$ cat config.mk
export PLATFORM = sky130hd
export DESIGN_NAME = fetch_pc_sequencer
export DESIGN_NICKNAME = d
export VERILOG_FILES = /design/src/rtl/fetch_pc_sequencer_pkg.sv /design/src/rtl/fetch_pc_sequencer.sv
export SDC_FILE = /design/constraint.sdc
export NUM_CORES = 1
export LEC_CHECK = 0
export BUFFER_PORTS_ARGS = -buffer_cell sky130_fd_sc_hd__buf_2
export CORE_MARGIN = 5
export CORE_UTILIZATION = 45
export DETAILED_ROUTE_END_ITERATION = 8
export MAX_ROUTING_LAYER = met4
export PLACE_DENSITY = 0.78
export SLEW_MARGIN = 0
export SYNTH_ARGS = -nofsm -noshare
export SYNTH_HDL_FRONTEND = slang
export SYNTH_SLANG_ARGS = --single-unit
$ cat constraint.sdc
create_clock -name i_clk -period 3.8 [get_ports i_clk]
set_clock_uncertainty 0.05 [all_clocks]
set_input_delay 0.76 -clock i_clk [delete_from_list [all_inputs] [get_ports i_clk]]
set_output_delay 0.76 -clock i_clk [all_outputs]
set_load 0.02 [all_outputs]
$ cat src/rtl/fetch_pc_sequencer_pkg.sv
// Shared CPU-fetch definitions: sequencer state encoding and default bus sizing.
// Latency: n/a (types and constants only).
// Backpressure: n/a.
package fetch_pc_sequencer_pkg;

    // Default datapath width for PC, address and instruction buses.
    localparam int unsigned NR_OF_BITS_DEF   = 32;

    // Default sequential PC step (one 32-bit instruction).
    localparam int unsigned PC_INCREMENT_DEF = 4;

    // Fetch sequencer states.
    //   ST_IDLE : nothing requested, responses ignored
    //   ST_REQ  : request presented to instruction memory
    //   ST_WAIT : request accepted, waiting for the response
    //   ST_HOLD : instruction delivered but decode is stalled
    typedef enum logic [1:0] {
        ST_IDLE = 2'd0,
        ST_REQ  = 2'd1,
        ST_WAIT = 2'd2,
        ST_HOLD = 2'd3
    } fetch_state_e;

endpackage

$ cat src/rtl/fetch_pc_sequencer.sv
// Fetch PC sequencer: issues one instruction fetch at a time, steers the PC register, delivers to decode.
// Latency: request accepted -> response -> InstrValid one cycle after the response edge; PcWe/PcD combinational.
// Backpressure: IReqReady holds the request; Stall parks a delivered instruction in HOLD; Tick=0 freezes all state.
module fetch_pc_sequencer
    import fetch_pc_sequencer_pkg::*;
#(
    parameter int unsigned NrOfBits    = NR_OF_BITS_DEF,
    parameter int unsigned PcIncrement = PC_INCREMENT_DEF
) (
    input  logic                i_clk,
    input  logic                i_rst_n,
    input  logic                i_tick,
    input  logic [NrOfBits-1:0] i_pc_q,
    output logic [NrOfBits-1:0] o_pc_d,
    output logic                o_pc_we,
    output logic                o_ireq_vld,
    input  logic                i_ireq_rdy,
    output logic [NrOfBits-1:0] o_ireq_addr,
    input  logic                i_iresp_vld,
    input  logic [NrOfBits-1:0] i_iresp_dat,
    output logic                o_instr_vld,
    output logic [NrOfBits-1:0] o_instr_dat,
    output logic [NrOfBits-1:0] o_instr_pc,
    input  logic                i_stall,
    input  logic                i_branch_taken,
    input  logic [NrOfBits-1:0] i_branch_target
);

    localparam logic [NrOfBits-1:0] PC_STEP = NrOfBits'(PcIncrement);

    // Sequencer state and delivered-instruction registers.
    fetch_state_e        r_state;
    logic                r_squash;
    logic                r_instr_vld;
    logic [NrOfBits-1:0] r_instr_dat;
    logic [NrOfBits-1:0] r_instr_pc;
    logic [NrOfBits-1:0] r_fetch_pc;

    // Next-state values; they equal the current values on non-Tick cycles.
    fetch_state_e        w_state_nxt;
    logic                w_squash_nxt;
    logic                w_instr_vld_nxt;
    logic [NrOfBits-1:0] w_instr_dat_nxt;
    logic [NrOfBits-1:0] w_instr_pc_nxt;
    logic [NrOfBits-1:0] w_fetch_pc_nxt;

    logic                w_accept;
    logic                w_redirect;
    logic                w_resp;
    logic [NrOfBits-1:0] w_pc_inc;

    // Handshake qualifiers: everything only counts on a Tick cycle.
    always_comb begin
        w_accept   = (r_state == ST_REQ) && i_ireq_rdy && i_tick;
        w_redirect = i_branch_taken && i_tick;
        w_resp     = i_iresp_vld && i_tick;
        // Plain N-bit add: the carry out is dropped so the PC wraps.
        w_pc_inc   = i_pc_q + PC_STEP;
    end

    // PC register steering: a redirect beats the sequential increment, and an
    // accept issued under squash must not advance the PC.
    always_comb begin
        o_pc_we = 1'b0;
        o_pc_d  = '0;
        if (i_rst_n) begin
            o_pc_we = w_redirect || (w_accept && !r_squash);
            o_pc_d  = i_branch_taken ? i_branch_target : w_pc_inc;
        end
    end

    // Request side: the address is the live PC, which cannot move between
    // issue and accept unless a redirect squashes this fetch anyway.
    always_comb begin
        o_ireq_vld  = (r_state == ST_REQ);
        o_ireq_addr = i_pc_q;
    end

    // Next-state logic for the fetch FSM, squash flag and delivery registers.
    always_comb begin
        w_state_nxt     = r_state;
        w_squash_nxt    = r_squash;
        w_instr_vld_nxt = r_instr_vld;
        w_instr_dat_nxt = r_instr_dat;
        w_instr_pc_nxt  = r_instr_pc;
        w_fetch_pc_nxt  = r_fetch_pc;
        if (i_tick) begin
            unique case (r_state)
                ST_IDLE: begin
                    // Stray responses here belong to an abandoned fetch.
                    w_instr_vld_nxt = 1'b0;
                    w_state_nxt     = ST_REQ;
                end
                ST_REQ: begin
                    w_instr_vld_nxt = 1'b0;
                    if (w_redirect) begin
                        w_squash_nxt = 1'b1;
                    end
                    if (w_accept) begin
                        w_fetch_pc_nxt = i_pc_q;
                        w_state_nxt    = ST_WAIT;
                    end
                end
                ST_WAIT: begin
                    w_instr_vld_nxt = 1'b0;
                    if (w_resp) begin
                        // A response for a stale fetch is dropped and the
                        // squash is spent; a fresh one goes to decode.
                        w_squash_nxt = 1'b0;
                        w_state_nxt  = ST_REQ;
                        if (!w_redirect && !r_squash) begin
                            w_instr_vld_nxt = 1'b1;
                            w_instr_dat_nxt = i_iresp_dat;
                            w_instr_pc_nxt  = r_fetch_pc;
                            if (i_stall) begin
                                w_state_nxt = ST_HOLD;
                            end
                        end
                    end else if (w_redirect) begin
                        w_squash_nxt = 1'b1;
                    end
                end
                ST_HOLD: begin
                    // Leave when decode takes it, or drop it on a redirect.
                    if (w_redirect || !i_stall) begin
                        w_instr_vld_nxt = 1'b0;
                        w_state_nxt     = ST_REQ;
                    end
                end
                default: begin
                    w_instr_vld_nxt = 1'b0;
                    w_squash_nxt    = 1'b0;
                    w_state_nxt     = ST_IDLE;
                end
            endcase
        end
    end

    // State registers; reset abandons any outstanding fetch immediately.
    always_ff @(posedge i_clk or negedge i_rst_n) begin
        if (!i_rst_n) begin
            r_state     <= ST_IDLE;
            r_squash    <= 1'b0;
            r_instr_vld <= 1'b0;
            r_instr_dat <= '0;
            r_instr_pc  <= '0;
            r_fetch_pc  <= '0;
        end else begin
            r_state     <= w_state_nxt;
            r_squash    <= w_squash_nxt;
            r_instr_vld <= w_instr_vld_nxt;
            r_instr_dat <= w_instr_dat_nxt;
            r_instr_pc  <= w_instr_pc_nxt;
            r_fetch_pc  <= w_fetch_pc_nxt;
        end
    end

    // Decode-facing outputs come straight from the delivery registers.
    always_comb begin
        o_instr_vld = r_instr_vld;
        o_instr_dat = r_instr_dat;
        o_instr_pc  = r_instr_pc;
    end

endmodule

==> results.sh <==
export IMPL_syn_nets=534
export IMPL_p_per_area_nw_per_um2=475.5
export IMPL_setup_worst_path_start="i_pc_q[2]"
export IMPL_tns_ns=0
export IMPL_rsz0062_at_grt="false"
export IMPL_worstMarginPinSlew_ns=0.9312
export IMPL_vdd_drop_max_mv=0.2038
export IMPL_setup_ws_ns=0.4743
export IMPL_synthDistinctLibCells=35
export IMPL_place_ws_ns=0.4580
export IMPL_finish_net_count=732
export IMPL_die_x_um=115.8
export IMPL_layout_commonest_cell="buf_2"
export IMPL_die_area_sq_um=13400
export IMPL_htree_levels=3
export IMPL_synth_avg_cell_area_sq_um=11.82
export IMPL_r2r_slack_ns=1.14
export IMPL_port_buffers=233
export IMPL_synth_area_leaders="dfrtp_1 50%, mux2_2 21%, buf_4 4.8%"
export IMPL_setup_viol=0
export IMPL_core_area_sq_um=10890
export IMPL_grt_pass1_vias=4154
export IMPL_antenna_found_initial=0
export IMPL_status="complete, no violations"
export IMPL_synth_top_area_frac=0.4970
export IMPL_io_pin_count=234
export IMPL_instances_no_fill=768
export IMPL_first_iter_violations=148
export IMPL_reg2reg_to="o_instr_dat[26]"
export IMPL_cts_sinks=100
export IMPL_crit_type="in -> out"
export IMPL_place_area_sq_um=6125
export IMPL_clk_latency_ns=0.35
export IMPL_leakage_nw=3.436
export IMPL_end_kind="output pin"
export IMPL_clkSlewWorstSetupHoldPaths_ns=0.09
export IMPL_seq_area_frac_synth=0.4970
export IMPL_slew_violations=0
export IMPL_grt_pass1_wl_mm=20.30
export IMPL_timing_final_crit_share=0.8752
export IMPL_slew_headroom=0.3792
export IMPL_layout_common_cells="232 x buf_2, 100 x dfrtp_1, 93 x mux2_2, 32 x o21ai_0, 23 x nand2_1"
export IMPL_grt_usage=0.1977
export IMPL_arrival_ns=2.52
export IMPL_whs_ns=0.3175
export IMPL_layout_min_cycle_time_ns=3.326
export IMPL_area_delta_synth_final_pct=24.80
export IMPL_cts_root_buf="clkbuf_8"
export IMPL_hold_violations=0
export IMPL_ant_nets=0
export IMPL_gp_congestion=0.8445
export IMPL_routed_wl_mm=13.02
export IMPL_crit_required_ns=2.99
export IMPL_final_cell_area_sq_um=6284
export IMPL_start_kind="input pin"
export IMPL_start_util=0.4624
export IMPL_num_rows=38
export IMPL_wl_per_cell_um=16.95
export IMPL_cts_buffer_depth=2
export IMPL_dp_hpwl_mm=9.973
export IMPL_synthCells=426
export IMPL_cts_repair_resize_count=0
export IMPL_antenna_cells=0
export IMPL_hp_class="in -> async"
export IMPL_worstSetupEndpoint="o_pc_d[28]"
export IMPL_hold_buffers=0
export IMPL_drc=0
export IMPL_num_vias=3961
export IMPL_synthesis_area_sq_um=5035
export IMPL_synth_seq_cells=100
export IMPL_cp_max_fo=7
export IMPL_numCtsBuffers=9
export IMPL_grt_max_degree=56
export IMPL_viasPerCell=5.158
export IMPL_timing_rr_start="r_state[0]"
export IMPL_post_cts_buffers=0
export IMPL_drive_gt1_frac=0.5701
export IMPL_firstDrtPassIters=5
export IMPL_cts_tree="done"
export IMPL_grt_overflow=0
export IMPL_die_height_um=115.8
export IMPL_yosys_warnings=0
export IMPL_synth_top_area_cell="dfrtp_1"
export IMPL_cap_violations=0
export IMPL_place_inst=753
export IMPL_max_freq_mhz=300.7
export IMPL_rr_worst_depth=6
[per-stage QoR]
step           utilization  power, mW
2_1_floorplan            -      2.092
3_3_place_gp        0.5625      2.378
3_5_place_dp        0.5625      2.444
4_1_cts             0.5771      3.033
5_1_grt             0.5771      3.174
6_report            0.5771      2.988
[critical path, stage by stage]
cell and delay (ns):
buf_2 0.12, ha_1 0.22, nand2_1 0.13, nor3_2 0.55
nand3_1 0.19, xor2_1 0.18, a21oi_1 0.16, buf_2 0.20
[Yosys cell counts (all sizes together)]
library cell and count:
dfrtp 100, mux2 93, buf 41, o21ai 32, nand2 23, a21oi 19, nand3 14, xor2 13
clkbuf 12, xnor2 12, inv 9, nand4 9, o211a 7, ha 5, nor3 5, or3 5
nor2 4, and2 3, and3 3, mux2i 3, nor2b 3, nor3b 2, a221o 1, a31oi 1
a41oi 1, and4 1, clkinv 1, nor4 1, o21a 1, o21ba 1, o31ai 1
[cell families after synthesis]
| family | share of synthesized area |
|---|---|
| flip-flops | 0.4970 |
| multiplexers | 0.2140 |
| AND/OR/NAND/NOR | 0.08549 |
| AO/OA/AOI/OAI | 0.07455 |
| buffers and inverters | 0.07306 |
| XOR/XNOR | 0.04349 |
| adder cells (fa/ha/maj) | 0.01243 |
[worst min path at each step]
stage / from / end / slack [ns] / cells past startpoint
after floorplan: r_fetch_pc[14] / r_fetch_pc[14] / 0.40 / 2
after global placement: r_fetch_pc[20] / r_fetch_pc[20] / 0.41 / 2
after detailed placement: r_fetch_pc[14] / r_fetch_pc[14] / 0.44 / 2
after CTS: i_rst_n / o_instr_pc[16] / 0.31 / 1
after global routing: i_rst_n / o_instr_pc[13] / 0.33 / 1
final: i_rst_n / o_instr_pc[13] / 0.32 / 1
[state kept, by name, indices dropped and copies added, names as in the netlist]
signal and flops:
o_instr_dat 32, o_instr_pc 32, r_fetch_pc 32, r_state 2
o_instr_vld 1, r_squash 1
[final cells by class]
class,count,area [sq um]
Multi-Input combinational cell,263,2176
Tap cell,140,175.2
Fill cell,914,4604
Clock inverter,4,27.53
Sequential cell,100,2502
Inverter,10,37.54
Timing Repair Buffer,240,1234
Clock buffer,11,131.4
[where the power goes]
part	internal [mW]	switching (mW)
clock network	0.235	0.342
logic	0.416	0.498
registers	1.35	0.147
[per-layer routing]
layer / vias to the layer above / global-route usage / routed length (um)
met5: - / - / 0
met4: 0 / 0.07502 / 293
met3: 24 / 0.02872 / 938
met2: 182 / 0.3429 / 6722
met1: 1891 / 0.2326 / 5067
li1: 1864 / - / -
(Power assumes the default switching activity.)
